## src/rtl/clk_rst_seq.sv

```systemverilog
// rtl/clk_rst_seq.sv - programmable clock-enable divider and staggered multi-domain reset sequencer
//
// Ports:
//   clk        system clock, all logic on the rising edge
//   rst_n      asynchronous active-low reset
//   div_ratio  divide value N (0 or 1 selects bypass)
//   soft_rst   synchronous level request to re-run the reset sequence
//   clk_en     one-cycle strobe every N cycles
//   div_out    divided square wave, period 2N
//   rst_out    active-high per-domain resets, bit i drives domain i
//   seq_done   high once every domain has been released
//   seq_state  sequencer state: 0 HOLD, 1 STRETCH, 2 RELEASE, 3 DONE
module clk_rst_seq #(
  parameter int CNT_W       = 8,
  parameter int STRETCH     = 12,
  parameter int NUM_DOM     = 3,
  parameter int GAP         = 4,
  parameter int SYNC_STAGES = 2
) (
  input  logic               clk,
  input  logic               rst_n,
  input  logic [CNT_W-1:0]   div_ratio,
  input  logic               soft_rst,
  output logic               clk_en,
  output logic               div_out,
  output logic [NUM_DOM-1:0] rst_out,
  output logic               seq_done,
  output logic [1:0]         seq_state
);

  localparam logic [1:0] S_HOLD    = 2'd0;
  localparam logic [1:0] S_STRETCH = 2'd1;
  localparam logic [1:0] S_RELEASE = 2'd2;
  localparam logic [1:0] S_DONE    = 2'd3;

  localparam int ST_W  = $clog2(STRETCH + 1);
  localparam int GAP_W = $clog2(GAP + 1);
  localparam int IDX_W = (NUM_DOM > 1) ? $clog2(NUM_DOM) : 1;

  localparam logic [ST_W-1:0]  ST_LAST  = ST_W'(STRETCH - 1);
  localparam logic [GAP_W-1:0] GAP_LAST = GAP_W'(GAP - 1);
  localparam logic [IDX_W-1:0] IDX_LAST = IDX_W'(NUM_DOM - 1);

  // Reset synchroniser: asserts immediately, deasserts after SYNC_STAGES edges.
  logic [SYNC_STAGES-1:0] sync_q;
  logic                   rst_sync;

  always_ff @(posedge clk or negedge rst_n) begin
    if (!rst_n) begin
      sync_q <= '1;
    end else begin
      sync_q <= {sync_q[SYNC_STAGES-2:0], 1'b0};
    end
  end

  assign rst_sync = sync_q[SYNC_STAGES-1];

  // Divider. run_q marks the first edge with rst_sync low so the ratio
  // register is loaded there before counting begins.
  logic             run_q;
  logic [CNT_W-1:0] cnt_q;
  logic [CNT_W-1:0] ratio_q;
  logic             div_q;
  logic             bypass;
  logic             wrap;

  assign bypass  = (ratio_q < CNT_W'(2));
  assign wrap    = bypass || (cnt_q == (ratio_q - CNT_W'(1)));
  assign clk_en  = run_q & wrap;
  assign div_out = div_q;

  always_ff @(posedge clk or negedge rst_n) begin
    if (!rst_n) begin
      run_q   <= 1'b0;
      cnt_q   <= '0;
      ratio_q <= '0;
      div_q   <= 1'b0;
    end else if (rst_sync) begin
      run_q   <= 1'b0;
      cnt_q   <= '0;
      div_q   <= 1'b0;
    end else if (!run_q) begin
      run_q   <= 1'b1;
      ratio_q <= div_ratio;
      cnt_q   <= '0;
    end else if (wrap) begin
      // A new ratio only takes effect at a period boundary.
      ratio_q <= div_ratio;
      cnt_q   <= '0;
      div_q   <= ~div_q;
    end else begin
      cnt_q   <= cnt_q + CNT_W'(1);
    end
  end

  // Sequencer
  logic [1:0]         state_q;
  logic [ST_W-1:0]    st_cnt_q;
  logic [GAP_W-1:0]   gap_cnt_q;
  logic [IDX_W-1:0]   idx_q;
  logic [NUM_DOM-1:0] rst_out_q;
  logic               done_q;
  logic [NUM_DOM-1:0] dom_mask;

  always_comb begin
    dom_mask = '0;
    for (int i = 0; i < NUM_DOM; i++) begin
      dom_mask[i] = (IDX_W'(i) == idx_q);
    end
  end

  always_ff @(posedge clk or negedge rst_n) begin
    if (!rst_n) begin
      state_q   <= S_HOLD;
      st_cnt_q  <= '0;
      gap_cnt_q <= '0;
      idx_q     <= '0;
      rst_out_q <= '1;
      done_q    <= 1'b0;
    end else if (rst_sync || soft_rst) begin
      state_q   <= S_HOLD;
      st_cnt_q  <= '0;
      gap_cnt_q <= '0;
      idx_q     <= '0;
      rst_out_q <= '1;
      done_q    <= 1'b0;
    end else begin
      case (state_q)
        S_HOLD: begin
          state_q  <= S_STRETCH;
          st_cnt_q <= '0;
        end
        S_STRETCH: begin
          if (st_cnt_q == ST_LAST) begin
            rst_out_q[0] <= 1'b0;
            if (NUM_DOM == 1) begin
              state_q <= S_DONE;
              done_q  <= 1'b1;
            end else begin
              state_q   <= S_RELEASE;
              idx_q     <= IDX_W'(1);
              gap_cnt_q <= '0;
            end
          end else begin
            st_cnt_q <= st_cnt_q + ST_W'(1);
          end
        end
        S_RELEASE: begin
          if (gap_cnt_q == GAP_LAST) begin
            // Exactly one bit clears per release edge, in index order.
            rst_out_q <= rst_out_q & ~dom_mask;
            gap_cnt_q <= '0;
            if (idx_q == IDX_LAST) begin
              state_q <= S_DONE;
              done_q  <= 1'b1;
            end else begin
              idx_q <= idx_q + IDX_W'(1);
            end
          end else begin
            gap_cnt_q <= gap_cnt_q + GAP_W'(1);
          end
        end
        default: begin
          state_q <= S_DONE;
        end
      endcase
    end
  end

  assign rst_out   = rst_out_q;
  assign seq_done  = done_q;
  assign seq_state = state_q;

endmodule

```

## config.mk

```make
export PLATFORM = sky130hd
export DESIGN_NAME = clk_rst_seq
export DESIGN_NICKNAME = d
export VERILOG_FILES = /design/src/rtl/clk_rst_seq.sv
export SDC_FILE = /design/constraint.sdc
export NUM_CORES = 1
export LEC_CHECK = 0
export CORE_ASPECT_RATIO = 1.25
export CORE_MARGIN = 3
export CORE_UTILIZATION = 40
export CTS_CLUSTER_SIZE = 8
export DETAILED_ROUTE_END_ITERATION = 12
export PLACE_DENSITY = 0.59
export REMOVE_ABC_BUFFERS = 1
export SYNTH_ARGS = -nofsm -noshare
export SYNTH_HDL_FRONTEND = slang
export SYNTH_SLANG_ARGS = --single-unit
```

## constraint.sdc

```tcl
create_clock -name clk -period 2.59 [get_ports clk]
set_input_delay 0.3885 -clock clk [delete_from_list [all_inputs] [get_ports clk]]
set_output_delay 0.3885 -clock clk [all_outputs]
set_load 0.05 [all_outputs]
```

==> Word level (Yosys, flattened, before mapping) <==
Index checks and enable logic that the tools add are counted.
{ "word_totals": {"wordCells": 92, "in_bits": 11, "register_bits": 35} }
{ "classes": {"reduce_logical": 20, "addsub": 5, "order_cmp": 1, "bitwise": 5, "n_eq_ne": 14, "muxes": 35} }
{ "ops": {"columns": ["op", "n"], "rows": [
  ["$mux 8", 5],
  ["$mux 2", 9],
  ["$mux 3", 5],
  ["$ne 3x3->1 const B", 5],
  ["$reduce_and 2->1", 5],
  ["$reduce_bool 2->1", 5],
  ["$mux 1", 9],
  ["$reduce_and 3->1", 3],
  ["$add 8x1->8 const B", 1],
  ["$eq 8x8->1", 1],
  ["$lt 8x2->1 const B", 1],
  ["$mux 4", 2],
  ["$pmux 4 s2", 1],
  ["$sub 8x1->8 const B", 1],
  ["$pmux 2 s3", 1],
  ["$pmux 3 s2", 1],
  ["$reduce_bool 3->1", 2],
  ["$add 4x1->4 const B", 1],
  ["$eq 2x2->1 const B", 2],
  ["$eq 4x4->1 const B", 1],
  ["$logic_not 2->1", 2],
  ["$pmux 2 s2", 1],
  ["$reduce_and 4->1", 1],
  ["$add 3x1->3 const B", 1],
  ["12 further kinds", 14]
]} }

==> Depth between registers and ports, before layout <==
{ "depth": {"word_depth": 6, "ltp_mapped": 9, "depth_no_buf": 8} }

==> Least setup slack after synthesis <==
No wires, ideal clock.
{ "synth_timing": {"path_type": "flip-flop to output port", "start": "register ratio_q[0]", "end": "output port clk_en", "n_path_buf": 1, "stages_incl_launch_ff": 9, "t_arrival_ns": 1.990, "path_slack_ns": 0.212, "cell_sequence": "dfrtp_1 > buf_6 > inv_1 > ha_1 > xnor2_1 > nor4_4 > nand4_4 > nor2_1 > o21a_1"} }
{ "synth_via": {"elab_chain_cells": 4} }
{ "synth_lines": {"columns": ["element", "line_no", "rtl"], "rows": [
  ["from (decl)", "62", "logic [CNT_W-1:0] ratio_q;"],
  ["from (signal assigned)", "84", "ratio_q <= div_ratio;"],
  ["from (signal assigned)", "88", "ratio_q <= div_ratio;"],
  ["$sub 8x1->8", "68", "assign wrap = bypass || (cnt_q == (ratio_q - CNT_W'(1)));"],
  ["$eq 8x8->1", "68", null],
  ["$logic_or 1x1->1 *", "68", null],
  ["$and 1x1->1 *", "69", "assign clk_en = run_q & wrap;"],
  ["to (decl)", "24", "output logic clk_en,"]
]} }
Every way passes the cells marked *; elsewhere a longest branch is shown, timed or not.

==> Final worst setup path <==
{ "layout_timing": {"start": "register ratio_q[4]", "end": "output port clk_en"} }
The elaborated chain is that of the path after synthesis.

==> reports/qor.txt <==
status - finished, final reports clean
CTS tree - done
vias - 1555
Die Y - 84.3 µm
Yosys reg bits - 35
largest net degree at the start of global routing - 36
ys flop type - dfrtp_1
P&R area growth vs syn - 19.2%
first-pass GRT wire length - 6960 µm
beginning of the critical path - ratio_q[4]
Unique masters post-synth - 43
placed cell count - 276
Worst R2R Start - ratio_q[4]
Site Rows - 27
Lkg Pwr - 0.963 nW
# IOs - 19
GPL Wtd Cong - 0.795
Initial Util - 0.430
final non-filler cell total - 286
worst skew pair latency - 0.28 ns
Clock H-tree levels - 2
worst vdd rail ir drop - 0.000265 V
Nets - 245
RSZ-0062 raised after global routing - no
WP data required - 2.20 ns
Clock Path Buffers - 2
die width - 68.6 µm
Max Freq - 0.414 GHz
detailed-route wire length - 3950 µm
setup TNS - 0 ns
DRT antenna net count - 0
Synth Warn # - 0
layout cell share with drive strength beyond 1 - 0.136
critical path class - reg -> out
drt wl/cell - 13.8 µm
post-synthesis instance area - 0.00196 mm²
synth top area cells - dfrtp_1 (38%), dfstp_2 (6.7%), xnor2_1 (4.9%)
Fin Clk Skew - 0.00221 ns
Iter 0 DRT Violations - 71
total power - 1.54 mW
Via-to-Cell Ratio - 5.44
final hold viol count - 0
Rel. slew slack - 0.663
DPL Wire Length - 2960 µm
Post-Syn Instances - 200
Clock transition at path regs - 0.06 ns
Buffers on Ports - 18
number of max-cap violations - 0
Root Driver - clkbuf_8
HP Class - reg -> reg
hold_sp - sync_q[0]
post-synth top area share - 0.383
sequential share of the synthesized area - 0.450
FFs w/ async S/R, synth - 1.00
EDFF count, synth - 0
final core utilization - 0.512
vias in the first global route - 1612
top cell type by total area after synthesis - dfrtp_1
startpoint types - flop
initial antenna violation count - 0
CTS buffer count - 5
fin crit share - 0.933
drc violations - 0
Tot GR Track Use - 0.157
Final Critical Period - 2.42 ns
CP Data Arrival Time - 2.03 ns
crit end category - primary output
# setup viols final - 0
die footprint - 0.00578 mm²
Diodes inserted - 0
gr ovfl total - 0
crit-path max FO - 4
power per cell area - 660 mW/mm²
Sink Count - 35
Max Transition Viols Final - 0
first-pass iteration count of the detailed router - 4
core box area - 0.00456 mm²
Mean Syn Cell Area - 9.80 µm²
actual slew at the worst max-slew pin - 0.504 ns
==> layout by cell type (no fill, tap or decap), types with 2 or more instances in the layout <==
master           synthesis  layout
dfstp_2                  5       5
nor4_1                   5       5
nor3_1                   4       4
a31oi_1                  2       2
nand2b_1                 3       3
a21oi_1                  5       5
o211ai_1                 2       2
clkdlybuf4s50_1          0      17
and3_1                   4       4
clkbuf_1                 5       2
buf_4                    0       8
xor2_1                   7       7
nor4b_1                  2       2
ha_1                     7       6
inv_1                   10      10
nand2_1                 17      17
clkbuf_8                 0       5
nor2_1                  21      21
nand3_1                 12      12
o2bb2ai_1                5       5
nor2b_1                  4       4
a22oi_1                  3       3
o21ai_0                 12      12
mux2_1                   3       3
or2_2                    2       2
dfrtp_1                 30      30
xnor2_1                 11      11
==> area by class of cell <==
| cell class | instances | area (µm²) |
|---|---|---|
| inverters | 10 | 37.5 |
| clock inverters | 1 | 5.00 |
| clock buffers | 7 | 76.3 |
| well taps | 58 | 72.6 |
| multi-input cells | 149 | 1010 |
| repair buffers | 26 | 250 |
| flip-flops and latches | 35 | 882 |
| fillers | 434 | 2220 |
==> final timing paths <==
| check | to | slack [ns] | cells past startpoint |
|---|---|---|---|
| setup / recovery | clk_en | 0.17 | 7 |
| hold / removal | sync_q[1] | 0.36 | 0 |
| setup reg to reg | ratio_q[0] | 0.30 | 7 |
| hold reg to reg | sync_q[1] | 0.36 | 0 |
| max in group asynchronous | rst_out[2] | 1.74 | 2 |
| min in group asynchronous | ratio_q[5] | 0.52 | 2 |
==> cells by family after synthesis <==
| kind of cell | Yosys count | synth area share |
|---|---|---|
| compound gates | 39 | 0.144 |
| flops | 35 | 0.450 |
| simple gates | 80 | 0.222 |
| other cells | 1 | 0.00191 |
| mux | 4 | 0.0230 |
| buf+inv | 16 | 0.0345 |
| fa+ha+maj | 7 | 0.0447 |
| xor+xnor | 18 | 0.0805 |
==> flip-flops by register name, indices dropped and copies added, names as in the netlist <==
name,count
ratio_q,8
run_q,1
seq_done,1
div_out,1
idx_q,2
seq_state,2
rst_out,3
sync_q,2
cnt_q,8
gap_cnt_q,3
st_cnt_q,4
==> power breakdown <==
group / total, mW / switching [mW] / internal [mW]
sequential: 0.685 / 0.0765 / 0.608
clock: 0.370 / 0.182 / 0.188
combinational: 0.487 / 0.269 / 0.219
total: 1.54 / 0.527 / 1.01
==> per-layer routing <==
layer  vias up  GRT usage  share of wire
met1       762      0.179           0.41
met2        31      0.266           0.52
met4         0     0.0814          0.028
met3        10     0.0308          0.034
li1        752          -              -
met5         -          0              0
==> Yosys cell counts (2+ instances only) <==
cell and n:
nand2b_1 3, a22oi_1 3, dfstp_2 5, ha_1 7
nor2_1 21, or2_2 2, o21ai_0 12, xor2_1 7
nor4b_1 2, nor2b_1 4, inv_1 10, o211ai_1 2
nor3_1 4, mux2_1 3, nand2_1 17, and3_1 4
xnor2_1 11, nand3_1 12, dfrtp_1 30, o2bb2ai_1 5
a21oi_1 5, nor4_1 5, clkbuf_1 5, a31oi_1 2
==> stage by stage <==
step | hold slack (ns) | cell area (µm²) | setup slack [ns]
after floorplan | 0.0929 | 1930 | 0.171
after global placement | 0.345 | 2240 | 0.292
after detailed placement | 0.347 | 2240 | 0.209
after CTS | 0.358 | 2330 | 0.0701
after global routing | 0.367 | 2340 | 0.00808
final | 0.355 | 2340 | 0.174
==> worst max-delay path, cell delays in order, from the launching register on <==
cell     delay, ns
dfrtp_1       0.43
nor4_2        0.38
nand2_1       0.11
xnor2_1       0.25
nand4_4       0.14
nor2_1        0.11
o21a_1        0.18
buf_12        0.14
==> timing repair <==
| action | CTS | global route |
|---|---|---|
| setup endpoints to repair | 1 | 1 |
| pin swaps | 1 | 1 |
| gates resized for setup | 0 | 1 |
| hold buffers | 0 | 0 |
| setup buffers | 2 | 0 |
(Power assumes the default switching activity.)
